### src/rtl/hazard_pkg.sv
// Shared constants and types for the hazard controller: forward-mux selects,
// MDU tracker states and stall_cause bit positions.
package hazard_pkg;

    localparam logic [1:0] FWD_RF  = 2'b00;
    localparam logic [1:0] FWD_WB  = 2'b01;
    localparam logic [1:0] FWD_MEM = 2'b10;

    typedef logic [0:0] mdu_state_t;
    localparam mdu_state_t MDU_IDLE = 1'b0;
    localparam mdu_state_t MDU_BUSY = 1'b1;

    localparam int CAUSE_LOAD_USE = 0;
    localparam int CAUSE_BRANCH   = 1;
    localparam int CAUSE_MDU      = 2;

endpackage

### src/rtl/hazard_mdu_tracker.sv
// Tracks the multi-cycle multiply/divide unit: busy for MDU_LATENCY cycles after a start.
//   state    | meaning
//   MDU_IDLE | no MDU operation in flight
//   MDU_BUSY | operation in flight, cnt = busy cycles remaining after this one
module hazard_mdu_tracker
    import hazard_pkg::*;
#(
    parameter int MDU_LATENCY = 4
) (
    input  logic clk,
    input  logic rst,
    input  logic mdu_start,
    output logic mdu_busy,
    output logic mdu_done
);

    localparam int CW = $clog2(MDU_LATENCY);
    localparam logic [CW-1:0] CNT_LOAD = CW'(MDU_LATENCY - 1);

    mdu_state_t    state;
    logic [CW-1:0] cnt;

    always_ff @(posedge clk) begin
        if (rst) begin
            state <= MDU_IDLE;
            cnt   <= '0;
        end else begin
            case (state)
                MDU_IDLE: begin
                    if (mdu_start) begin
                        state <= MDU_BUSY;
                        cnt   <= CNT_LOAD;
                    end
                end
                default: begin
                    // A start mid-operation is ignored; one on the final cycle chains a new op.
                    if (cnt != '0) begin
                        cnt <= cnt - 1'b1;
                    end else if (mdu_start) begin
                        cnt <= CNT_LOAD;
                    end else begin
                        state <= MDU_IDLE;
                    end
                end
            endcase
        end
    end

    assign mdu_busy = (state == MDU_BUSY);
    assign mdu_done = (state == MDU_BUSY) && (cnt == '0);

endmodule

### src/rtl/hazard_ctrl.sv
// Pipeline hazard controller: EX forwarding, load-use/branch/MDU stalls.
// Define HAZARD_PERF_CNT_EN to build the saturating stall-cycle counter.
module hazard_ctrl
    import hazard_pkg::*;
#(
    parameter int REG_AW      = 5,
    parameter int MDU_LATENCY = 4,
    parameter int CNT_W       = 32
) (
    input  logic              clk,
    input  logic              rst,
    input  logic [REG_AW-1:0] id_rs_a,
    input  logic [REG_AW-1:0] id_rt_a,
    input  logic [REG_AW-1:0] ex_rs_a,
    input  logic [REG_AW-1:0] ex_rt_a,
    input  logic [REG_AW-1:0] ex_rd_a,
    input  logic [REG_AW-1:0] mem_rd_a,
    input  logic [REG_AW-1:0] wb_rd_a,
    input  logic              id_branch,
    input  logic              id_mdu_start,
    input  logic              id_mdu_read,
    input  logic              ex_RegWrite,
    input  logic              ex_MemToReg,
    input  logic              mem_RegWrite,
    input  logic              mem_MemToReg,
    input  logic              wb_RegWrite,
    input  logic              ex_mdu_start,
    output logic [1:0]        ex_forward_a,
    output logic [1:0]        ex_forward_b,
    output logic              StallF,
    output logic              StallD,
    output logic              FlushE,
    output logic              mdu_busy,
    output logic              mdu_done,
    output logic [2:0]        stall_cause,
    output logic [CNT_W-1:0]  stall_cycles
);

    function automatic logic [1:0] fwd_sel(input logic [REG_AW-1:0] src);
        if (mem_RegWrite && !mem_MemToReg && mem_rd_a != '0 && mem_rd_a == src)
            return FWD_MEM;
        else if (wb_RegWrite && wb_rd_a != '0 && wb_rd_a == src)
            return FWD_WB;
        else
            return FWD_RF;
    endfunction

    function automatic logic branch_dep(input logic [REG_AW-1:0] src);
        return (src != '0) &&
               ((ex_RegWrite && src == ex_rd_a) || (mem_RegWrite && src == mem_rd_a));
    endfunction

    logic stall_any;

    assign ex_forward_a = fwd_sel(ex_rs_a);
    assign ex_forward_b = fwd_sel(ex_rt_a);

    always_comb begin
        stall_cause = '0;
        stall_cause[CAUSE_LOAD_USE] = ex_MemToReg && ex_rd_a != '0 &&
                                      (ex_rd_a == id_rs_a || ex_rd_a == id_rt_a);
        stall_cause[CAUSE_BRANCH]   = id_branch && (branch_dep(id_rs_a) || branch_dep(id_rt_a));
        stall_cause[CAUSE_MDU]      = (mdu_busy || ex_mdu_start) && (id_mdu_read || id_mdu_start);
    end

    assign stall_any = |stall_cause;
    assign StallF    = stall_any;
    assign StallD    = stall_any;
    assign FlushE    = stall_any;

    hazard_mdu_tracker #(
        .MDU_LATENCY (MDU_LATENCY)
    ) u_mdu (
        .clk       (clk),
        .rst       (rst),
        .mdu_start (ex_mdu_start),
        .mdu_busy  (mdu_busy),
        .mdu_done  (mdu_done)
    );

`ifdef HAZARD_PERF_CNT_EN
    logic [CNT_W-1:0] stall_cnt;

    always_ff @(posedge clk) begin
        if (rst)
            stall_cnt <= '0;
        else if (stall_any && !(&stall_cnt))
            stall_cnt <= stall_cnt + 1'b1;
    end

    assign stall_cycles = stall_cnt;
`else
    assign stall_cycles = '0;
`endif

endmodule

### config.mk
export PLATFORM = sky130hd
export DESIGN_NAME = hazard_ctrl
export DESIGN_NICKNAME = d
export VERILOG_FILES = /design/src/rtl/hazard_pkg.sv /design/src/rtl/hazard_mdu_tracker.sv /design/src/rtl/hazard_ctrl.sv
export SDC_FILE = /design/constraint.sdc
export NUM_CORES = 1
export LEC_CHECK = 0
export ABC_AREA = 1
export BUFFER_PORTS_ARGS = -buffer_cell sky130_fd_sc_hd__buf_2
export CAP_MARGIN = 15
export CORE_MARGIN = 1.5
export CORE_UTILIZATION = 42
export DETAILED_ROUTE_END_ITERATION = 7
export PLACE_DENSITY = 0.95
export SLEW_MARGIN = 25
export SYNTH_ARGS = -nofsm -noshare
export SYNTH_HDL_FRONTEND = slang
export SYNTH_SLANG_ARGS = --single-unit
### constraint.sdc
create_clock -name clk -period 3.3 [get_ports clk]
set_input_delay 0.66 -clock clk [delete_from_list [all_inputs] [get_ports clk]]
set_output_delay 0.66 -clock clk [all_outputs]
set_load 0.02 [all_outputs]
=== After elaboration in Yosys (flattened, before gate mapping) ===
Cells that the tools add are included.

* Add/subtract/negate cells: 1
* Multiply operators: 0
* Divide/modulo/power cells: 0
* $lt $le $gt $ge: 0
* Equal/unequal tests: 10
* Shifts and indexed selects: 0
* Muxes and demuxes: 10
* Bitwise gates (word level): 0
* Reduce and logical (&&, ||, !) cells: 33

{| class="wikitable"
|+ Operators by type and width
! operator !! count
|-
| $eq 5x5->1 || 10
|-
| $reduce_bool 5->1 || 5
|-
| $logic_and 1x1->1 || 18
|-
| $mux 2 || 5
|-
| $logic_or 1x1->1 || 6
|-
| $mux 1 || 5
|-
| $reduce_or 3->1 || 1
|-
| $logic_not 2->1 || 1
|-
| $reduce_bool 2->1 || 1
|-
| $sub 2x1->2 const B || 1
|-
| $logic_not 1->1 || 1
|}

* Bits in registers: 3
* Bits in latches: 0
* Memory bits (writable): 0
* Memory bits (read-only): 0
* Input port bits: 46
* Output and inout bits: 44
* Logic and storage cells: 56
* Memories kept: 0

=== Depth between registers and ports, before layout ===
Gate-level depths: netlist of the first run.

* Word-level depth: 7
* Mapped depth: 11
* Depth with buffers taken out: 10

=== By module ===
From an unflattened synthesis of the first run, not the netlist that was laid out.

* Cells, all modules: 186
* Area total of the unflattened synthesis: 1092.3 um^2

{| class="wikitable"
|+ By module, submodules not included
! module !! times used !! cells an instance !! area each (um^2) !! seq. area each (um^2)
|-
| hazard_ctrl || 1 || 169 || 965.9 || 0.0
|-
| hazard_mdu_tracker || 1 || 17 || 126.4 || 60.1
|}

=== Least setup slack after synthesis of the first run ===
No wires, ideal clock.

* Path type: input port to output port
* Start point: in mem_rd_a[3]
* End point: out ex_forward_a[0]
* Arrival time: 1756 ps
* Required time: 2640 ps
* Setup slack: 884 ps
* Stages: 4
* Path buffers: 1
* Cells stage by stage: buf_2 -> xor2_1 -> nor4_2 -> nor2_1

* Word-level cells in the longest chain between the ends: 4
* Elaborated cells between the ends (all ways): 5
* Those cells by class: eq/ne: 1; mux: 1; reduce/logical: 3

{| class="wikitable"
|+ Ends and longest elaborated chain
! item !! line !! RTL
|-
| start, declared || hazard_ctrl.sv:17 || <nowiki>input logic [REG_AW-1:0] mem_rd_a,</nowiki>
|-
| $reduce_bool 5->1 || hazard_ctrl.sv:40 || <nowiki>if (mem_RegWrite && !mem_MemToReg && mem_rd_a != '0 && mem_rd_a == src)</nowiki>
|-
| $logic_and 1x1->1 || hazard_ctrl.sv:40 ||
|-
| $logic_and 1x1->1 * || hazard_ctrl.sv:40 ||
|-
| $mux 2 * || hazard_ctrl.sv:40 ||
|-
| end, declared || hazard_ctrl.sv:28 || <nowiki>output logic [1:0] ex_forward_a,</nowiki>
|}

Every way passes the cells marked *; elsewhere a longest branch is shown, timed or not.

=== Final worst setup path of the first run ===
* Start point: in mem_rd_a[4]
* End point: out StallD

* Word-level cells in the longest chain between the ends: 7
* Elaborated cells between the ends (all ways): 11
* Those cells by class: eq/ne: 2; reduce/logical: 9

{| class="wikitable"
|+ Ends and longest elaborated chain
! item !! line !! RTL
|-
| $eq 5x5->1 || hazard_ctrl.sv:50 || <nowiki>((ex_RegWrite && src == ex_rd_a) || (mem_RegWrite && src == mem_rd_a));</nowiki>
|-
| $logic_and 1x1->1 || hazard_ctrl.sv:50 ||
|-
| $logic_or 1x1->1 || hazard_ctrl.sv:50 ||
|-
| $logic_and 1x1->1 || hazard_ctrl.sv:49 || <nowiki>return (src != '0) &&</nowiki>
|-
| $logic_or 1x1->1 * || hazard_ctrl.sv:62 || <nowiki>stall_cause[CAUSE_BRANCH] = id_branch && (branch_dep(id_rs_a) || branch_dep(id_rt_a));</nowiki>
|-
| $logic_and 1x1->1 * || hazard_ctrl.sv:62 ||
|-
| $reduce_or 3->1 * || hazard_ctrl.sv:66 || <nowiki>assign stall_any = |stall_cause;</nowiki>
|-
| end, declared || hazard_ctrl.sv:31 || <nowiki>output logic StallD,</nowiki>
|}

Marked as above.

==> results_dict.tcl, run 1 <==
set metrics [dict create \
    switchingPower_uw 146 \
    antenna_found_initial 0 \
    rows 18 \
    dp_slack_ns 0.960 \
    numPortBuffers 57 \
    wl_met2_mm 1.43 \
    cts_max_level 1 \
    p_int_uw 147 \
    startpoint_type "primary input" \
    m1WireLength_mm 1.07 \
    die_y_um 54.1 \
    grt_max_degree 8 \
    path_max_fanout 5 \
    syn_inst 189 \
    pwr-share-clk_pct 24.3 \
    cp_slowest_cell "buf_2" \
    path_common_cell "nand2_1" \
    skew_ns 0.00488 \
    cts_buffers 3 \
    outcome "complete, no violations" \
    area_growth_pct 17.7 \
    cp_num_buf_inv 3 \
    die_x_um 54.1 \
    post_cts_buffers 0 \
    grt_pass1_vias 1013 \
    routed-via-count 1251 \
    overflow 0 \
    wl_per_cell_um 9.93 \
    antennaDiodeCount 0 \
    ys_seq_area_share_pct 5.47 \
    cts_tree "built" \
    ir_worst_vdd_mv 0.128 \
    synth_top_cell_by_area "buf_4" \
    fill_cells 259 \
    drv.max_cap_violation_count 0 \
    setup_slack_ns 0.914 \
    ys.warnings.count 0 \
    core_um2 2480 \
    top_layer_used "met4" \
    crit_chain "buf_2, inv_2, nand2_1, o21ai_1, nor2_1, nand3_1, nand2_1, nand2_1, nand2_1, nand2_1, nand2_1, buf_2" \
    grt_pass1_wl_mm 4.06 \
    dp_hpwl_mm 2.36 \
    p_leak_uw 0.000777 \
    avgSynthCellArea_um2 5.81 \
    ctsResizeCount 0 \
    synth_ff_type "dfxtp_1" \
    critPathTopFamily "simple AND/OR/NAND/NOR gates" \
    slew_violations 0 \
    period_share_pct 72.3 \
    mappedNetlistArea_um2 1100 \
    swShare_pct 49.8 \
    post-synth-top-count-cell "nand2_1" \
    drt_pass1_iterations 4 \
    synth_cell_types 24 \
    routed_wl_mm 2.73 \
    fin_setup_tns_ns 0 \
    wl_met3_um 199 \
    post-route-min-period_ns 2.39 \
    cp.arrival_ns 1.73 \
    synth_edf_count 0 \
    clkTransAtPathRegs_ns 0.04 \
    seq_power_share_pct 14.5 \
    clock_latency_ns 0.25 \
    cts.sinks 3 \
    drc 0 \
    total_power_uw 292 \
    cts_max_path_buffers 2 \
    place_inst 271 \
    power_density_nw_per_um2 226 \
    rsz0062_at_grt "false" \
    gp_congestion 0.876 \
    critPathRequiredTime_ns 2.64 \
    fmax_mhz 419 \
    drt.antenna.violating_nets 0 \
    synth_common_cells "nand2_1 (39), buf_4 (34), nor2_1 (23)" \
    drt_iter0_drc 49 \
    setup_viol 0 \
    cp-end-kind "primary output" \
    initial_core_util_pct 44.3 \
    ys_seq_elements 3 \
    grt_util_all_layers_pct 18.8 \
    fin_nets 292 \
    postLayoutCoreUtil_pct 52.1 \
    hold_violations 0 \
    pwr-share-comb_pct 61.2 \
    num_io_pins 90 \
    postCtsHoldBufs 0 \
    synth_top_area_share_pct 23.3 \
    ys_top_cells_by_area "buf_4 (23%), nand2_1 (13%), xnor2_1 (9.6%)" \
    fin_cells 275 \
    ys_async_sr_fraction_pct 0 \
    die-area_um2 2930 \
    hold_class "reg2reg" \
    viasPerCell 4.55 \
    drive_gt1_share_pct 28.2 \
    worst-setup-path-type "in2out" \
    clockRootBuffer "clkbuf_4" \
    cp_slowest_stage_delay_ns 0.19 \
]
[path summary, 6_finish.rpt]
check / endpoint / depth (start not counted) / startpoint / slack (ns)
hold reg to reg: u_mdu.cnt[0] / 2 / u_mdu.mdu_busy / 0.52
setup / recovery: StallD / 12 / mem_rd_a[4] / 0.91
hold / removal: u_mdu.cnt[0] / 2 / u_mdu.mdu_busy / 0.52
setup reg to reg: u_mdu.mdu_busy / 3 / u_mdu.cnt[1] / 2.38
[sequential cells by signal, indices dropped and copies added, names as in the netlist]
signal / count
u_mdu.cnt: 2
u_mdu.mdu_busy: 1
[per-layer routing]
layer	vias to the layer above	GRT usage, %
li1	634	-
met1	553	21.7
met2	58	34.8
met3	6	1.11
met4	0	9.17
met5	-	0
[tightest hold or removal path: cells and delay by family, from the launching register on]
kind             cells  cell delay, ns
AND/OR/NAND/NOR      1            0.08
flip-flops           1            0.35
AO/OA/AOI/OAI        1            0.05
[power by group through the flow]
stage | Combinational, uW | Sequential (uW) | Clock [uW]
floorplan | 148 | 43.5 | 0
global placement | 172 | 42.7 | 0
detailed placement | 176 | 43.0 | 0
CTS | 178 | 42.4 | 70.2
global route | 198 | 43.0 | 76.7
finish | 179 | 42.5 | 71.1
[layout by cell type (no fill, tap or decap), drive strengths merged]
cell	instances
o22ai	1
nand2	39
conb	32
a21oi	2
buf	57
dfxtp	3
clkbuf	4
nor4	2
nand3	11
o21ai	10
or2	1
xor2	12
nor2	24
inv	22
nand4	5
nor3	6
xnor2	12
clkinv	1
nand3b	1
[per-stage QoR]
step / instance area [um^2] / hold WS [ns]
after global placement: 1260 / 0.513
after CTS: 1290 / 0.523
final: 1290 / 0.524
after detailed placement: 1260 / 0.527
after floorplan: 1210 / 0.512
after global routing: 1290 / 0.568
[cells by family (layout without fill, tap and decap cells)]
kind of cell,count (synthesis),in the layout,share of synthesized area (%)
and+or+nand+nor,89,89,36.4
buffers and inverters,59,84,32.6
other,1,32,0.342
DFF,3,3,5.47
xor gates and xnor gates,24,24,19.2
AOI/OAI and AO/OA,13,13,6.04
[layout make-up]
cell class | count | area [um^2] | share of cell area [%]
Sequential cell | 3 | 60.1 | 4.65
Multi-Input combinational cell | 158 | 796 | 61.6
Timing Repair Buffer | 57 | 285 | 22.1
Inverter | 23 | 86.3 | 6.69
Tap cell | 30 | 37.5 | 2.91
Clock buffer | 4 | 26.3 | 2.03
Power figures use the tool's default switching activity.
==> run 2: changes to the inputs <==
--- a/config.mk
+++ b/config.mk
@@ -9,9 +9,9 @@
 export BUFFER_PORTS_ARGS = -buffer_cell sky130_fd_sc_hd__buf_2
 export CAP_MARGIN = 15
 export CORE_MARGIN = 1.5
-export CORE_UTILIZATION = 42
+export CORE_UTILIZATION = 36
 export DETAILED_ROUTE_END_ITERATION = 7
-export PLACE_DENSITY = 0.95
+export PLACE_DENSITY = 0.88
 export SLEW_MARGIN = 25
 export SYNTH_ARGS = -nofsm -noshare
 export SYNTH_HDL_FRONTEND = slang
==> constraint.sdc (replaced) <==
create_clock -name clk -period 2 [get_ports clk]
set_input_delay 0.4 -clock clk [delete_from_list [all_inputs] [get_ports clk]]
set_output_delay 0.4 -clock clk [all_outputs]
set_load 0.02 [all_outputs]
==> results_dict.tcl, run 2 (synthesized netlist as in run 1, its figures left out) <==
set metrics [dict create \
    dp_slack_ns 0.188 \
    cts_tree "built" \
    die-area_um2 3390 \
    rows 19 \
    antenna_found_initial 0 \
    die_y_um 58.2 \
    numPortBuffers 57 \
    cp_slowest_cell "buf_2" \
    drt.antenna.violating_nets 0 \
    cts.sinks 3 \
    hold_end "u_mdu.cnt[0]" \
    gp_congestion 0.901 \
    area_growth_pct 18.0 \
    power_density_nw_per_um2 363 \
    critPathTopFamily "simple AND/OR/NAND/NOR gates" \
    failed_checks "design-rule violations" \
    drc 5 \
    r2r_start "u_mdu.cnt[1]" \
    die_x_um 58.2 \
    fin_nets 292 \
    routed-via-count 1232 \
    cp.arrival_ns 1.43 \
    use_met3_pct 1.56 \
    cp-end-kind "primary output" \
    num_io_pins 90 \
    cts_max_path_buffers 2 \
    grt_util_all_layers_pct 15.4 \
    viasPerCell 4.46 \
    hold_violations 0 \
    path_max_fanout 4 \
    cp_slowest_stage_delay_ns 0.17 \
    cp_num_buf_inv 3 \
    cts_buffers 3 \
    final_cell_mix "buf_2 (57), nand2_1 (39), conb_1 (32)" \
    wl_per_cell_um 9.58 \
    post_cts_buffers 0 \
    grt_max_degree 8 \
    grt_busiest_layer "met2" \
    ff2ff_path_depth 3 \
    clock_latency_ns 0.23 \
    worst-setup-path-type "in2out" \
    drt_pass1_iterations 7 \
    setup_slack_ns 0.171 \
    slew_violations 0 \
    rsz0062_at_grt "true" \
    layout_commonest_cell "buf_2" \
    min_from "rst" \
    clkTransAtPathRegs_ns 0.04 \
    ir_worst_vdd_mv 0.163 \
    overflow 0 \
    antennaDiodeCount 0 \
    use_met1_pct 19.2 \
    rr_endpoint "u_mdu.mdu_busy" \
    dp_hpwl_mm 2.32 \
    p_leak_uw 0.000777 \
    routed_wl_mm 2.64 \
    crit_chain "buf_2, inv_1, nand2_1, nand2_1, nor2_2, nand4_1, nand2_1, nand2_1, nand2_1, nand2_1, nand2_1, buf_2" \
    drv.max_cap_violation_count 0 \
    hold_depth 2 \
    hold_class "in2reg" \
    startpoint_type "primary input" \
    largest_reg_flops 2 \
    cts_max_level 1 \
    post-route-min-period_ns 1.83 \
    critPathRequiredTime_ns 1.60 \
    postLayoutCoreUtil_pct 45.8 \
    setup_viol 0 \
    fmax_mhz 547 \
    period_share_pct 91.5 \
    total_power_uw 469 \
    drive_gt1_share_pct 28.6 \
    core_um2 2830 \
    clockRootBuffer "clkbuf_4" \
    grt_pass1_wl_mm 4.21 \
    met2_usage_pct 27.6 \
    postCtsHoldBufs 0 \
    rrSetupSlack_ns 1.07 \
    initial_core_util_pct 38.8 \
    grt_pass1_vias 1064 \
    drt_iter0_drc 89 \
    path_common_cell "nand2_1" \
    outcome "finished with violations" \
    skew_ns 0.00130 \
    regMostFlops "u_mdu.cnt" \
]
run 2: cell counts in the layout (fill, tap and decap cells not counted):
No cell type changed its count.
run 2: where the power goes:
part | internal, uW | switching (uW)
Sequential | 65.4 | 4.63
Combinational | 102 | 191
Clock | 74.8 | 31.6
run 2: worst max path at each step:
stage | from | to | cells after the start
floorplan | mem_rd_a[3] | ex_forward_a[0] | 4
global placement | ex_rd_a[0] | FlushE | 12
detailed placement | id_rt_a[2] | StallF | 12
CTS | id_rt_a[2] | StallF | 12
global route | id_rt_a[2] | StallF | 12
finish | id_rt_a[2] | StallF | 12
run 2: final cells by class:
class / instances / area [um^2]
Fill cell: 302 / 1530
Multi-Input combinational cell: 158 / 798
Timing Repair Buffer: 57 / 285
Inverter: 23 / 86.3
Sequential cell: 3 / 60.1
Tap cell: 31 / 38.8
Clock buffer: 4 / 26.3
run 2: metal layers:
layer	part of all wire, %	up-vias
met5	0	-
met2	50	54
li1	-	636
met1	43	536
met3	6.0	6
met4	1.5	0
run 2: what timing repair did:
action	CTS	global route
endpoints found under the setup margin	0	2
endpoints found under the hold margin	0	0
gates resized for setup	0	1
run 2: stage by stage:
step	area [um^2]	cells	hold slack, ns	setup TNS (ns)
floorplan	1210	220	0.469	0
global placement	1270	272	0.509	0
detailed placement	1270	272	0.511	0
CTS	1290	276	0.354	0
global route	1290	276	0.351	-0.00242
finish	1290	276	0.354	0
==> run 3: changes to the inputs <==
--- a/config.mk
+++ b/config.mk
@@ -9,10 +9,11 @@
 export BUFFER_PORTS_ARGS = -buffer_cell sky130_fd_sc_hd__buf_2
 export CAP_MARGIN = 15
 export CORE_MARGIN = 1.5
-export CORE_UTILIZATION = 36
+export CORE_UTILIZATION = 35
 export DETAILED_ROUTE_END_ITERATION = 7
-export PLACE_DENSITY = 0.88
+export PLACE_DENSITY = 0.82
 export SLEW_MARGIN = 25
 export SYNTH_ARGS = -nofsm -noshare
 export SYNTH_HDL_FRONTEND = slang
+export SYNTH_HIERARCHICAL = 1
 export SYNTH_SLANG_ARGS = --single-unit
==> results_dict.tcl, run 3 <==
set metrics [dict create \
    outcome "complete, no violations" \
    initial_core_util_pct 36.4 \
    drt.antenna.violating_nets 0 \
    min_from "rst" \
    layout_commonest_cell "buf_2" \
    switchingPower_uw 223 \
    area_growth_pct 18.8 \
    synth-xor-area-share_pct 20.0 \
    final_cell_area_um2 1300 \
    drt_iter0_drc 49 \
    ff2ff_path_depth 4 \
    synth_compound_area_share_pct 5.61 \
    ys_seq_elements 3 \
    path_max_fanout 3 \
    antennaDiodeCount 0 \
    wl_per_cell_um 9.46 \
    grt_util_all_layers_pct 14.3 \
    cp-end-kind "primary output" \
    setup_viol 0 \
    num_io_pins 90 \
    p_leak_uw 0.000790 \
    place_inst 272 \
    swShare_pct 48.1 \
    ys_seq_area_share_pct 5.50 \
    ir_worst_vdd_mv 0.125 \
    regMostFlops "u_mdu/cnt" \
    drt_pass1_iterations 4 \
    drv.max_cap_violation_count 0 \
    final_cell_mix "buf_2 (57), nand2_1 (40), conb_1 (32)" \
    fill_cells 335 \
    pwr-share-clk_pct 22.4 \
    viasPerCell 4.42 \
    dp_hpwl_mm 2.30 \
    r2r_start "u_mdu/mdu_busy" \
    drc 0 \
    startpoint_type "primary input" \
    die_y_um 58.9 \
    fin_nets 290 \
    ys_async_sr_fraction_pct 0 \
    grt_pass1_vias 1021 \
    clockRootBuffer "clkbuf_4" \
    grt_pass1_wl_mm 3.95 \
    rr_endpoint "u_mdu/mdu_busy" \
    seq_power_share_pct 15.4 \
    rrSetupSlack_ns 1.21 \
    critPathRequiredTime_ns 1.60 \
    largest_reg_flops 2 \
    clkTransAtPathRegs_ns 0.03 \
    period_share_pct 90.5 \
    hold_depth 4 \
    skew_ns 0.00224 \
    grt_max_degree 7 \
    yosys.area_share.simple_pct 36.2 \
    fin_setup_tns_ns 0 \
    hold_class "in2reg" \
    numPortBuffers 57 \
    synthMuxAreaShare_pct 0 \
    routed-via-count 1219 \
    mappedNetlistArea_um2 1090 \
    hold_slack_ns 0.437 \
    cts_max_level 1 \
    post-synth-top-count-cell "nand2_1" \
    cts_tree "built" \
    ys.warnings.count 6 \
    drive_gt1_share_pct 28.4 \
    placed_area_um2 1270 \
    routed_wl_mm 2.61 \
    synth_top_family_by_area "simple AND/OR/NAND/NOR gates" \
    worst-setup-path-type "in2out" \
    synth_top_area_share_pct 23.4 \
    die_x_um 58.9 \
    synth_cell_types 22 \
    postLayoutCoreUtil_pct 43.2 \
    fin_cells 276 \
    antenna_found_initial 0 \
    rows 20 \
    post-route-min-period_ns 1.81 \
    synth_edf_count 0 \
    power_density_nw_per_um2 358 \
    cts_max_path_buffers 2 \
    synth_ff_type "dfxtp_1" \
    overflow 0 \
    hold_end "u_mdu/cnt[0]" \
    p_int_uw 241 \
    cts.sinks 3 \
    synth-adder-area-share_pct 0 \
    die-area_um2 3470 \
    ys_top_cells_by_area "buf_4 (23%), nand2_1 (14%), xor2_1 (10%)" \
    cts_buffers 3 \
    clock_latency_ns 0.23 \
    hold_violations 0 \
    synth_common_cells "nand2_1 (40), buf_4 (34), inv_1 (19), nor2_1 (19), xor2_1 (13)" \
    pwr-share-comb_pct 62.2 \
    core_um2 3000 \
    synth_top_cell_by_area "buf_4" \
    cp.arrival_ns 1.41 \
    fmax_mhz 553 \
    gp_congestion 0.889 \
    avgSynthCellArea_um2 5.87 \
    rsz0062_at_grt "false" \
    slew_violations 0 \
    syn_inst 186 \
]
## run 3: area by class of cell
type	count	area [um^2]	area share, %
multi-input cells	156	798	61.5
repair buffers	57	285	22.0
inverters	23	86.3	6.65
flip-flops and latches	3	60.1	4.63
well taps	33	41.3	3.18
clock buffers	4	26.3	2.03
## run 3: critical path, stage by stage
cell	delay, ns
buf_2	0.11
inv_1	0.07
nand2_1	0.06
nand2_1	0.05
nor2_1	0.16
nand3_1	0.09
nand2_1	0.07
nand3_1	0.06
inv_1	0.07
nor2_1	0.04
nand2_1	0.08
buf_2	0.17
## run 3: logic make-up (layout without fill, tap and decap cells)
kind of cell           after synthesis  after routing
AND/OR/NAND/NOR                     87             87
buffers and inverters               58             84
XOR/XNOR                            25             25
AO/OA/AOI/OAI                       12             12
flip-flops                           3              3
other                                1             32
## run 3: routing by layer
metal | wire [um] | track usage, % | vias up
met2 | 1320 | 28.3 | 64
met3 | 224 | 2.64 | 2
li1 | - | - | 627
met1 | 1050 | 15.8 | 526
met4 | 16 | 2.60 | 0
met5 | 0 | 0 | -
## run 3: power by group through the flow
| stage | combinational, uW | clock [uW] | sequential [uW] |
|---|---|---|---|
| after global routing | 321 | 116 | 71.9 |
| after global placement | 282 | 0 | 71.9 |
| after detailed placement | 286 | 0 | 72.2 |
| after CTS | 287 | 110 | 71.3 |
| final | 288 | 104 | 71.6 |
| after floorplan | 238 | 0 | 72.9 |
## run 3: timing repair
item	4_1_cts	5_1_grt
hold buffers	0	0
setup endpoints to repair	0	2
setup buffers	0	0
resized for setup	0	1
## run 3: worst max path at each step
stage | startpoint | to | slack (ns) | depth (start not counted)
floorplan | mem_rd_a[2] | ex_forward_a[0] | 0.12 | 5
global placement | mem_rd_a[1] | StallD | 0.21 | 11
detailed placement | id_rs_a[2] | FlushE | 0.20 | 12
CTS | id_rs_a[2] | FlushE | 0.20 | 12
global route | id_rt_a[2] | StallD | 0.04 | 12
finish | ex_rd_a[0] | FlushE | 0.19 | 12
## run 3: stage by stage
step                worst slack (ns)  total power (uW)
finish                         0.190               464
global route                  0.0360               509
CTS                            0.198               468
detailed placement             0.202               358
global placement               0.208               354
floorplan                      0.119               311
